## src/rtl/fifo_arb_pkg.sv

```systemverilog
// Shared types and widths for the FIFO write-side round-robin arbiter.
package fifo_arb_pkg;

    typedef enum logic {
        ARB_IDLE  = 1'b0,
        ARB_GRANT = 1'b1
    } arb_state_e;

    localparam int CNT_W  = 16;
    localparam int BCNT_W = 8;

endpackage

```

## src/rtl/rr_pick.sv

```systemverilog
// Round-robin picker: first set bit of req scanning ptr+1, ptr+2, ... and wrapping
// back to ptr itself, so ptr holds the lowest priority.
module rr_pick #(
    parameter int NREQ = 4,
    parameter int IDW  = $clog2(NREQ)
) (
    input  logic [NREQ-1:0] req,
    input  logic [IDW-1:0]  ptr,
    output logic            found,
    output logic [IDW-1:0]  idx
);

    always_comb begin
        logic [IDW:0]   sum;
        logic [IDW-1:0] cand;
        // NOTE: every output of a combinational block gets a default before any
        // conditional assignment; otherwise synthesis infers a latch.
        found = 1'b0;
        idx   = '0;
        sum   = '0;
        cand  = '0;
        // Walk from the farthest candidate back to ptr+1 so the nearest hit wins.
        for (int k = NREQ; k >= 1; k--) begin
            sum = {1'b0, ptr} + (IDW+1)'(k);
            if (sum >= (IDW+1)'(NREQ)) begin
                sum = sum - (IDW+1)'(NREQ);
            end
            cand = sum[IDW-1:0];
            if (req[cand]) begin
                found = 1'b1;
                idx   = cand;
            end
        end
    end

endmodule

```

## src/rtl/fifo_wr_arbiter.sv

```systemverilog
// Round-robin burst arbiter sharing the asynchronous FIFO write port among NREQ producers.
// Define FIFO_ARB_CNT_EN to add per-requester saturating beat counters (cnt_sel/cnt_out/cnt_clr).
module fifo_wr_arbiter
    import fifo_arb_pkg::*;
#(
    parameter int NREQ      = 4,
    parameter int W         = 8,
    parameter int MAX_BURST = 4,
    parameter int IDW       = $clog2(NREQ)
) (
    input  logic              clk,
    input  logic              rst,
    input  logic [NREQ-1:0]   req_valid,
    input  logic [NREQ*W-1:0] req_data,
    output logic [NREQ-1:0]   req_ready,
    output logic              ivalid,
    output logic [W-1:0]      din,
    input  logic              iready,
`ifdef FIFO_ARB_CNT_EN
    input  logic [IDW-1:0]    cnt_sel,
    output logic [CNT_W-1:0]  cnt_out,
    input  logic              cnt_clr,
`endif
    output logic [IDW-1:0]    gnt_id,
    output logic              busy
);

    arb_state_e        state_q, state_d;
    logic [IDW-1:0]    gnt_q, gnt_d;
    logic [IDW-1:0]    rr_q, rr_d;
    logic [BCNT_W-1:0] beat_q, beat_d;

    logic              sel_valid;
    logic [W-1:0]      sel_data;
    logic              beat;
    logic              rel;
    logic              pick_found;
    logic [IDW-1:0]    pick_idx;

    // rr_q equals gnt_q throughout GRANT, so one picker serves both IDLE and release.
    rr_pick #(
        .NREQ (NREQ),
        .IDW  (IDW)
    ) u_pick (
        .req   (req_valid),
        .ptr   (rr_q),
        .found (pick_found),
        .idx   (pick_idx)
    );

    assign busy   = (state_q == ARB_GRANT);
    assign gnt_id = gnt_q;

    always_comb begin
        sel_valid = 1'b0;
        sel_data  = '0;
        req_ready = '0;
        for (int i = 0; i < NREQ; i++) begin
            if (gnt_q == IDW'(i)) begin
                sel_valid    = req_valid[i];
                sel_data     = req_data[i*W +: W];
                req_ready[i] = busy & iready;
            end
        end
        ivalid = busy & sel_valid;
        din    = sel_data;
        beat   = ivalid & iready;
        rel    = (beat && (beat_q == BCNT_W'(MAX_BURST - 1))) || !sel_valid;
    end

    always_comb begin
        state_d = state_q;
        gnt_d   = gnt_q;
        rr_d    = rr_q;
        beat_d  = beat_q;
        case (state_q)
            ARB_IDLE: begin
                if (pick_found) begin
                    state_d = ARB_GRANT;
                    gnt_d   = pick_idx;
                    rr_d    = pick_idx;
                    beat_d  = '0;
                end
            end
            ARB_GRANT: begin
                if (rel) begin
                    beat_d = '0;
                    if (pick_found) begin
                        gnt_d = pick_idx;
                        rr_d  = pick_idx;
                    end else begin
                        state_d = ARB_IDLE;
                    end
                end else if (beat) begin
                    beat_d = beat_q + BCNT_W'(1);
                end
            end
            default: state_d = ARB_IDLE;
        endcase
    end

    // NOTE: sequential state is written with non-blocking assignments only, so every
    // flop samples values from before the edge regardless of process ordering.
    always_ff @(posedge clk or negedge rst) begin
        if (!rst) begin
            state_q <= ARB_IDLE;
            gnt_q   <= '0;
            rr_q    <= IDW'(NREQ - 1);
            beat_q  <= '0;
        end else begin
            state_q <= state_d;
            gnt_q   <= gnt_d;
            rr_q    <= rr_d;
            beat_q  <= beat_d;
        end
    end

`ifdef FIFO_ARB_CNT_EN
    logic [CNT_W-1:0] cnt_q [NREQ];
    logic [CNT_W-1:0] cnt_d [NREQ];

    always_comb begin
        for (int i = 0; i < NREQ; i++) begin
            cnt_d[i] = cnt_q[i];
            if (cnt_clr) begin
                cnt_d[i] = '0;
            end else if (beat && (gnt_q == IDW'(i)) && (cnt_q[i] != '1)) begin
                cnt_d[i] = cnt_q[i] + CNT_W'(1);
            end
        end
    end

    // NOTE: this counter array is reset because software reads it as statistics;
    // storage that only ever holds data written before it is read needs no reset.
    always_ff @(posedge clk or negedge rst) begin
        if (!rst) begin
            for (int i = 0; i < NREQ; i++) begin
                cnt_q[i] <= '0;
            end
        end else begin
            cnt_q <= cnt_d;
        end
    end

    assign cnt_out = cnt_q[cnt_sel];
`endif

endmodule

```

## config.mk

```make
export PLATFORM = sky130hd
export DESIGN_NAME = fifo_wr_arbiter
export DESIGN_NICKNAME = d
export VERILOG_FILES = /design/src/rtl/fifo_arb_pkg.sv /design/src/rtl/rr_pick.sv /design/src/rtl/fifo_wr_arbiter.sv
export SDC_FILE = /design/constraint.sdc
export NUM_CORES = 1
export LEC_CHECK = 0
export ABC_CLOCK_PERIOD_IN_PS = 1900
export CAP_MARGIN = 20
export CORE_MARGIN = 10
export CORE_UTILIZATION = 38
export CTS_CLUSTER_DIAMETER = 30
export DETAILED_ROUTE_END_ITERATION = 10
export PLACE_DENSITY = 0.91
export SETUP_SLACK_MARGIN = 0.2
export SYNTH_ARGS = -nofsm -noshare
export SYNTH_HDL_FRONTEND = slang
export SYNTH_SLANG_ARGS = --single-unit
```

## constraint.sdc

```tcl
create_clock -name clk -period 1.9 [get_ports clk]
set_input_delay 0.285 -clock clk [delete_from_list [all_inputs] [get_ports clk]]
set_output_delay 0.285 -clock clk [all_outputs]
set_load 0.02 [all_outputs]
```

==> flow_metrics.tcl <==
set metrics [dict create \
    status "finished clean" \
    synth_top_cell_area_share_pct 27.4 \
    reg2regPathDepth 7 \
    postSynth.asyncResetShare_pct 100 \
    crit_fanout 6 \
    path_cells "clkbuf_16 > mux4_2 > buf_6" \
    worst-path-stages 3 \
    io_pins 55 \
    num_vias 1288 \
    synth_area_per_cell_um2 10.2 \
    dieArea_mm2 0.00510 \
    synth_cell_types 35 \
    dp_cells 193 \
    slew_headroom_pct 59.1 \
    crit_start "gnt_id[0]$_DFFE_PN0P_" \
    finalCritPeriodShare_pct 95.3 \
    reg2reg_setup_slack_ns 0.12 \
    ctsRootBufferMaster "clkbuf_4" \
    worstPathRequired_ns 1.62 \
    grt_max_degree 15 \
    syn_inst 98 \
    yosysMostFrequentCell "dfrtp_1" \
    htree_levels 1 \
    hpwl_um 3150 \
    post-place-ws_ns -0.225 \
    antenna_found_initial 0 \
    yosys_warnings 0 \
    layout.nets 222 \
    grt_util_all_layers_pct 15.7 \
    num_rows 18 \
    ys.flop_type "dfrtp_1" \
    vias_per_cell 6.10 \
    port_buffers 54 \
    cp_num_buf_inv 2 \
    startpoint_type "flop" \
    synth_seq_cells 13 \
    syn_area_mm2 0.00100 \
    crit_type "flop to primary output" \
    cts_tree "done" \
    rsz0062_at_grt "yes" \
    synth_seq_area_share_pct 32.7 \
    setup_viol 0 \
    start_util_pct 40.1 \
    ir_drop_mv 1.05 \
    p_leak_nw 0.824 \
    hold_ws_ns 0.359 \
    die_h_um 71.4 \
    slowest_delay_ns 0.50 \
    clock_latency_ns 0.30 \
    clock_tree.buffer_depth 2 \
    synth-edff-count 0 \
    clkSlewWorstSetupHoldPaths_ns 0.09 \
    die_x_um 71.4 \
    grt_overflow 0 \
    cts_buffers 3 \
    worstReg2RegEnd "beat_q[7]$_DFFE_PN0P_" \
    synth_area_leaders "dfrtp_1 27%, mux4_2 18%, dfstp_2 5.2%, mux2i_1 5.0%, a21oi_1 4.0%" \
    hold_viol_final 0 \
    fin_worst_skew_ns 0.00847 \
    drt_pass1_iterations 4 \
    drc 0 \
    max_freq_ghz 0.552 \
    routedWlPerCell_um 23.5 \
    setup_slack_ns 0.0887 \
    drive_gt1_share_pct 46.4 \
    critPathSlowestCell "mux4_2" \
    maxCapViolations 0 \
    worst_ep_arrival_time_ns 1.53 \
    fin_cells 211 \
    period_minus_slack_ns 1.81 \
    clock_sinks 13 \
    min_path_type "primary input to async pin" \
    gp_congestion 0.889 \
    drt-total-wl_um 4970 \
    endpoint_kind "primary output" \
    cp-endpoint "din[3]" \
    ctsHoldBuffers 0 \
    power_density_mw_per_mm2 1290 \
    finalMaxSlewViolations 0 \
    first_global_vias 1333 \
    drtAntennaViolNets 0 \
    syn-num-nets 138 \
    area_growth_pct 105 \
    worst_pin_slew_ns 0.612 \
    crit_family "multiplexers" \
    drt-initial-drc-count 88 \
    r2r-start "gnt_id[1]$_DFFE_PN0P_" \
    core_mm2 0.00250 \
    ys_top_cells_by_count "11 x dfrtp_1, 8 x a21oi_1, 8 x mux4_2, 7 x inv_1, 6 x o21ai_0" \
    grt_pass1_wl_um 6570 \
    antennaDiodeCount 0 \
    yosys.area.top_type "dfrtp_1" \
]
[timing repair]
action	in CTS	in global routing
buffers inserted	8	4
gates cloned	1	1
setup endpoints to repair	27	21
pin swaps	8	8
resized for setup	69	50
[through the flow]
stage	setup TNS (ns)	utilization (%)	power (mW)	instance area (µm²)
final	0	82.2	2.65	2050
after global routing	0	82.2	2.77	2050
after detailed placement	-2.72	68.3	1.89	1710
after CTS	0	73.1	2.17	1830
after global placement	-1.80	68.3	1.84	1710
after floorplan	0	-	1.27	1030
[registers in the layout, indices dropped and copies added, names as in the netlist]
| signal | cells |
|---|---|
| beat_q | 8 |
| gnt_id | 2 |
| rr_q | 2 |
| busy | 1 |
[metal layers]
layer	part of all wire, %	track usage [%]	up-vias
li1	-	-	561
met5	0	0	-
met3	9.5	5.10	18
met4	3.4	7.96	0
met1	39	17.0	621
met2	48	26.8	88
[worst register-to-register path: stages (launching register included)]
cell and delay (ns):
dfrtp_2 0.44, buf_12 0.14, mux2i_4 0.21, buf_6 0.14, o32ai_4 0.39, buf_6 0.17, o31ai_2 0.06, a21oi_1 0.16
[power by group]
group	total [mW]	internal, mW	switching, mW	leakage (nW)
combinational	2.00	1.10	0.901	0.647
sequential	0.458	0.364	0.0938	0.162
clock	0.191	0.0820	0.109	0.0150
[final cells by class]
cell class	count	area, µm²
clock buffer	4	26.3
fill	144	445
inverter	7	26.3
multi-input combinational	74	825
sequential	13	332
tap	30	37.5
timing repair buffer	83	808
[worst min path at each step]
stage	from	endpoint	slack (ns)
floorplan	rst	beat_q[0]$_DFFE_PN0P_	-0.01
global placement	beat_q[0]$_DFFE_PN0P_	beat_q[0]$_DFFE_PN0P_	0.49
detailed placement	beat_q[0]$_DFFE_PN0P_	beat_q[0]$_DFFE_PN0P_	0.51
CTS	rst	beat_q[3]$_DFFE_PN0P_	0.39
global route	rst	beat_q[3]$_DFFE_PN0P_	0.39
finish	rst	beat_q[3]$_DFFE_PN0P_	0.36
[cell families (layout without fill, tap and decap cells)]
family | count (synthesis) | count (layout) | share of synthesized area (%)
simple gates | 30 | 30 | 18.3
compound gates | 28 | 29 | 18.7
mux | 14 | 14 | 24.1
flops | 13 | 13 | 32.7
buf+inv | 12 | 94 | 4.99
fa+ha+maj | 1 | 1 | 1.25
[placed cells by master (no fill, tap or decap), types with 4 or more instances in the layout]
cell	synthesis	routed
dlygate4sd2_1	0	8
mux4_2	8	8
inv_1	7	7
clkdlybuf4s50_1	0	33
buf_6	0	16
dfrtp_1	11	8
a21oi_2	1	5
nor3_1	4	4
buf_4	0	19
nand2_1	4	4
nand3_1	4	4
o21ai_0	6	6
Note: power is estimated with default switching activity, not from simulation.
